[src/rtl/pmu_pkg.sv]
// Shared constants, counter type and flattened-bus helper for the PMU event-counter bank.
package pmu_pkg;

    localparam int PMU_N_COUNTERS = 24;
    localparam int PMU_REG_WIDTH  = 32;

    typedef logic [PMU_REG_WIDTH-1:0] cnt_t;

    // Bit offset of counter idx inside the flattened counter bus.
    function automatic int cnt_slice(input int idx, input int width = PMU_REG_WIDTH);
        return idx * width;
    endfunction

endpackage

[src/rtl/pmu_counter.sv]
// One PMU event counter with its sticky overflow flag.
// The overflow flag is only built when PMU_OVERFLOW_EN is defined.
module pmu_counter #(
    parameter int REG_WIDTH = pmu_pkg::PMU_REG_WIDTH
) (
    input  logic                 clk_i,
    input  logic                 rst_i,
    input  logic                 softrst_i,
    input  logic                 we_i,
    input  logic [REG_WIDTH-1:0] wdata_i,
    input  logic                 inc_i,
    input  logic                 ovf_clr_i,
    output logic [REG_WIDTH-1:0] cnt_o,
    output logic                 ovf_o
);

    logic [REG_WIDTH-1:0] cnt_q;

    // Soft clear beats preload, preload beats the event.
    always_ff @(posedge clk_i or posedge rst_i) begin
        if (rst_i) begin
            cnt_q <= '0;
        end else if (softrst_i) begin
            cnt_q <= '0;
        end else if (we_i) begin
            cnt_q <= wdata_i;
        end else if (inc_i) begin
            cnt_q <= cnt_q + 1'b1;
        end
    end

    assign cnt_o = cnt_q;

`ifdef PMU_OVERFLOW_EN
    logic ovf_q;
    logic wrap;

    // Only an increment that actually lands can wrap the counter.
    assign wrap = inc_i && !we_i && !softrst_i && (cnt_q == {REG_WIDTH{1'b1}});

    always_ff @(posedge clk_i or posedge rst_i) begin
        if (rst_i) begin
            ovf_q <= 1'b0;
        end else if (softrst_i) begin
            ovf_q <= 1'b0;
        end else if (wrap) begin
            ovf_q <= 1'b1;
        end else if (ovf_clr_i) begin
            ovf_q <= 1'b0;
        end
    end

    assign ovf_o = ovf_q;
`else
    logic unused_ovf_clr;
    assign unused_ovf_clr = ovf_clr_i;
    assign ovf_o          = 1'b0;
`endif

endmodule

[src/rtl/pmu_counters.sv]
// PMU event-counter bank: N_COUNTERS counters with preload, soft clear and an
// optional overflow/interrupt path enabled by the PMU_OVERFLOW_EN macro.
module pmu_counters
    import pmu_pkg::*;
#(
    parameter  int N_COUNTERS = PMU_N_COUNTERS,
    parameter  int REG_WIDTH  = PMU_REG_WIDTH,
    localparam int IDX_W      = (N_COUNTERS > 1) ? $clog2(N_COUNTERS) : 1
) (
    input  logic                            clk_i,
    input  logic                            rst_i,
    input  logic [N_COUNTERS-1:0]           events_i,
    input  logic [N_COUNTERS-1:0]           en_i,
    input  logic                            softrst_i,
    input  logic                            we_i,
    input  logic [IDX_W-1:0]                widx_i,
    input  logic [REG_WIDTH-1:0]            wdata_i,
    input  logic [N_COUNTERS-1:0]           ovf_clr_i,
    input  logic [N_COUNTERS-1:0]           ovf_mask_i,
    output logic [N_COUNTERS*REG_WIDTH-1:0] counter_o,
    output logic [N_COUNTERS-1:0]           ovf_o,
    output logic                            intr_o
);

    logic [N_COUNTERS-1:0] we_dec;
    logic [N_COUNTERS-1:0] inc;
    logic [N_COUNTERS-1:0] ovf;

    for (genvar i = 0; i < N_COUNTERS; i++) begin : g_cnt
        // An out-of-range index matches no counter, so the preload is dropped.
        assign we_dec[i] = we_i && (int'(widx_i) == i);
        assign inc[i]    = en_i[i] && events_i[i];

        pmu_counter #(
            .REG_WIDTH(REG_WIDTH)
        ) u_counter (
            .clk_i    (clk_i),
            .rst_i    (rst_i),
            .softrst_i(softrst_i),
            .we_i     (we_dec[i]),
            .wdata_i  (wdata_i),
            .inc_i    (inc[i]),
            .ovf_clr_i(ovf_clr_i[i]),
            .cnt_o    (counter_o[cnt_slice(i, REG_WIDTH) +: REG_WIDTH]),
            .ovf_o    (ovf[i])
        );
    end

    assign ovf_o = ovf;

`ifdef PMU_OVERFLOW_EN
    logic intr_q;

    always_ff @(posedge clk_i or posedge rst_i) begin
        if (rst_i) begin
            intr_q <= 1'b0;
        end else begin
            intr_q <= |(ovf & ovf_mask_i);
        end
    end

    assign intr_o = intr_q;
`else
    logic unused_mask;
    assign unused_mask = ^ovf_mask_i;
    assign intr_o      = 1'b0;
`endif

endmodule

[config.mk]
export PLATFORM = sky130hd
export DESIGN_NAME = pmu_counters
export DESIGN_NICKNAME = d
export VERILOG_FILES = /design/src/rtl/pmu_pkg.sv /design/src/rtl/pmu_counter.sv /design/src/rtl/pmu_counters.sv
export SDC_FILE = /design/constraint.sdc
export NUM_CORES = 2
export LEC_CHECK = 0
export ABC_CLOCK_PERIOD_IN_PS = 26600
export BUFFER_PORTS_ARGS = -buffer_cell sky130_fd_sc_hd__buf_2
export CORE_AREA = 2 2 364 366
export DETAILED_ROUTE_END_ITERATION = 10
export DIE_AREA = 0 0 366 368
export GPL_TIMING_DRIVEN = 0
export PLACE_DENSITY = 0.55
export SYNTH_ARGS = -nofsm -noshare
export SYNTH_HDL_FRONTEND = slang
export SYNTH_SLANG_ARGS = --single-unit
[constraint.sdc]
create_clock -name clk_i -period 26.6 [get_ports clk_i]
set_clock_uncertainty 0.2 [all_clocks]
set_input_delay 5.32 -clock clk_i [delete_from_list [all_inputs] [get_ports clk_i]]
set_output_delay 5.32 -clock clk_i [all_outputs]
set_load 0.02 [all_outputs]
==> flow_metrics.env <==
export IMPL_final_cells=8130
export IMPL_synthArstFlopShare=1.00
export IMPL_yosys_area_share_simple=0.263
export IMPL_synth_top_cell_area_share=0.414
export IMPL_nFillCells=13300
export IMPL_ioPinCount=930
export IMPL_maxCapViolCount=5
export IMPL_ys_seq_area_frac=0.414
export IMPL_totalWireLength_um=252000
export IMPL_hp_start="g_cnt[8].u_counter.cnt_o[31]"
export IMPL_die_area_um2=135000
export IMPL_synth_largest_area_cell="dfrtp_1"
export IMPL_tightest_slew_ns=1.55
export IMPL_slew_headroom=-0.0357
export IMPL_nets=6457
export IMPL_start_util=0.355
export IMPL_antenna_found_initial=19
export IMPL_ff2ff_setup_slack_ns=23.68
export IMPL_rsz0062_at_grt="no"
export IMPL_port_buffers=854
export IMPL_ys_flop_type="dfrtp_1"
export IMPL_cts_resized=0
export IMPL_finalHoldWorstSlack_ns=0.357
export IMPL_dp_cells=7954
export IMPL_die_w_um=366
export IMPL_crit_fanout=10
export IMPL_critPathCaptureType="flop"
export IMPL_yosysMostFrequentCell="nor2_1"
export IMPL_drt_first_pass_iters=7
export IMPL_arrival_ns=8.98
export IMPL_globalplace_congestion=0.958
export IMPL_place_ws_ns=17.31
export IMPL_final_util=0.434
export IMPL_yosys_register_bits=768
export IMPL_period_minus_slack_ns=8.64
export IMPL_cts_buffers=95
export IMPL_route_detailed_drc=0
export IMPL_hold_violations=0
export IMPL_ir_drop_uv=48.1
export IMPL_cts_setup_buffers=0
export IMPL_largest_reg_flops=768
export IMPL_dieHeight_um=368
export IMPL_post_route_period_util=0.325
export IMPL_dr_total_vias=48900
export IMPL_synth_compound_area_frac=0.147
export IMPL_synth_xor_area_frac=0.120
export IMPL_setup_worst_path_start_class="input pin"
export IMPL_netlist_top_cells_count="nor2_1, dfrtp_1, a211oi_1"
export IMPL_multiInputGateArea_um2=25600
export IMPL_place_area_um2=53500
export IMPL_register_area_um2=19200
export IMPL_slew_viol_final=49
export IMPL_critPathSlowestCell="clkbuf_1"
export IMPL_r2r_start="g_cnt[19].u_counter.cnt_o[7]"
export IMPL_muxShareOfSynthArea=0.0119
export IMPL_fin_area_um2=56800
export IMPL_power_leakage_nw=24.3
export IMPL_htreeDepth=3
export IMPL_slowest_delay_ns=1.01
export IMPL_crit_required_ns=26.94
export IMPL_cts_hold_buf=0
export IMPL_dp_hpwl_um=188000
export IMPL_synth_fa_ha_area_frac=0.00646
export IMPL_synth_area_top_cells="dfrtp_1, a211oi_1, nor2_1"
export IMPL_setup_tns_final_ns=0
export IMPL_cts_clk_slew_worst_paths_ns=0.06
export IMPL_synth_edf_count=0
export IMPL_core_area_um2=131000
export IMPL_grt_start_max_net_pins=40
export IMPL_startpoint="softrst_i"
export IMPL_clk_path_buf_depth=3
export IMPL_ys_types=72
export IMPL_post_drt_via_cell_ratio=6.01
export IMPL_worstPathCellList="buf_2 > clkbuf_1 > clkbuf_1 > buf_1 > buf_1 > nor2_1"
export IMPL_setup_slack_ns=17.96
export IMPL_power_density_nw_per_um2=51.2
export IMPL_grt_ovfl_total=0
export IMPL_cts_tree="yes"
export IMPL_syn_area_um2=46500
export IMPL_grt_pass1_wl_um=355000
export IMPL_ant_nets=0
export IMPL_setup_viol=0
export IMPL_synth_avg_cell_area_um2=8.77
export IMPL_hold_path_class="flop to flop"
export IMPL_syn_inst=5297
export IMPL_first_iter_violations=4936
export IMPL_failed_checks="capacitance limit, slew limit"
export IMPL_clock_sinks=768
export IMPL_final_layout_size_suffix_gt1_frac=0.181
export IMPL_clk_latency_ns=0.74
export IMPL_ys_warnings_count=0
export IMPL_p_total_mw=2.91
export IMPL_synth_top_family_by_area="simple AND/OR/NAND/NOR gates"
export IMPL_rows=133
export IMPL_status="finished with violations"
export IMPL_grt_pass1_vias=46300
export IMPL_clock_root_buffer="clkbuf_16"
export IMPL_max_freq_mhz=116
export IMPL_wl_per_cell_um=31.0
export IMPL_area_growth_pct=22.3
export IMPL_track_usage=0.363
export IMPL_criticalPathCategory="input pin to flop"
final timing paths:
| check | cells after the start | endpoint |
|---|---|---|
| min reg2reg | 2 | g_cnt[8].u_counter.cnt_o[31] |
| max in group asynchronous | 8 | g_cnt[17].u_counter.cnt_o[4] |
| max reg2reg | 6 | g_cnt[19].u_counter.cnt_o[31] |
| min in group asynchronous | 2 | g_cnt[12].u_counter.cnt_o[12] |
| max | 6 | g_cnt[11].u_counter.cnt_o[1] |
| min | 2 | g_cnt[8].u_counter.cnt_o[31] |
layout by cell type, fill, tap and decap left out, drive strengths merged, types with 6 or more instances in the layout:
| master | Yosys | layout |
|---|---|---|
| buf | 58 | 936 |
| nor2 | 773 | 773 |
| dfrtp | 768 | 768 |
| a211oi | 538 | 538 |
| clkbuf | 317 | 458 |
| nand2 | 410 | 410 |
| xor2 | 327 | 327 |
| xnor2 | 308 | 308 |
| nand3 | 300 | 300 |
| nand4 | 277 | 277 |
| nor3 | 150 | 150 |
| nor4 | 131 | 131 |
| and3 | 130 | 130 |
| o22ai | 124 | 124 |
| and4 | 87 | 87 |
| o21ai | 75 | 75 |
| inv | 63 | 65 |
| and2 | 62 | 62 |
| a21oi | 57 | 57 |
| mux2i | 54 | 54 |
| o22a | 44 | 44 |
| a311oi | 44 | 44 |
| or3 | 34 | 34 |
| conb | 1 | 25 |
| ha | 24 | 24 |
| or4 | 17 | 17 |
| clkinv | 1 | 12 |
| nor3b | 10 | 10 |
| bufinv | 0 | 10 |
| nor4b | 10 | 10 |
| diode | 0 | 8 |
| nor2b | 8 | 8 |
| or2 | 8 | 8 |
| o2bb2ai | 8 | 8 |
| o211ai | 7 | 7 |
| nand4b | 7 | 7 |
| a31oi | 6 | 6 |
| a21o | 6 | 6 |
cell families after synthesis:
family / count (synthesis)
other: 1
xor gates and xnor gates: 635
muxes: 55
DFF: 768
and+or+nand+nor: 2427
AOI/OAI and AO/OA: 948
adders and majority gates: 24
buffers and inverters: 439
worst max-delay path, delay by kind of cell:
kind                   cells  cell delay (ns)
buffers and inverters      5             3.51
and+or+nand+nor            1             0.13
final cells by class:
cell class / instances / area share
diodes: 8 / 0.000352
plain buffers: 375 / 0.0276
well taps: 1755 / 0.0386
flip-flops and latches: 768 / 0.338
repair buffers: 878 / 0.0835
clock buffers: 141 / 0.0500
multi-input cells: 4114 / 0.450
clock inverters: 27 / 0.00738
inverters: 64 / 0.00429
where the power goes:
group	total [mW]	internal (mW)	leakage, nW	switching [mW]
Sequential	1.22	1.19	10.7	0.0321
Combinational	0.289	0.0644	12.0	0.225
Clock	1.40	0.832	1.60	0.572
per-layer routing:
metal | wire, µm | vias to the layer above | global-route usage
met5 | 76 | - | 0
met4 | 17000 | 12 | 0.211
met3 | 25400 | 569 | 0.109
met2 | 112000 | 2576 | 0.558
met1 | 97800 | 24400 | 0.452
li1 | - | 21400 | -
(Power assumes the default switching activity.)
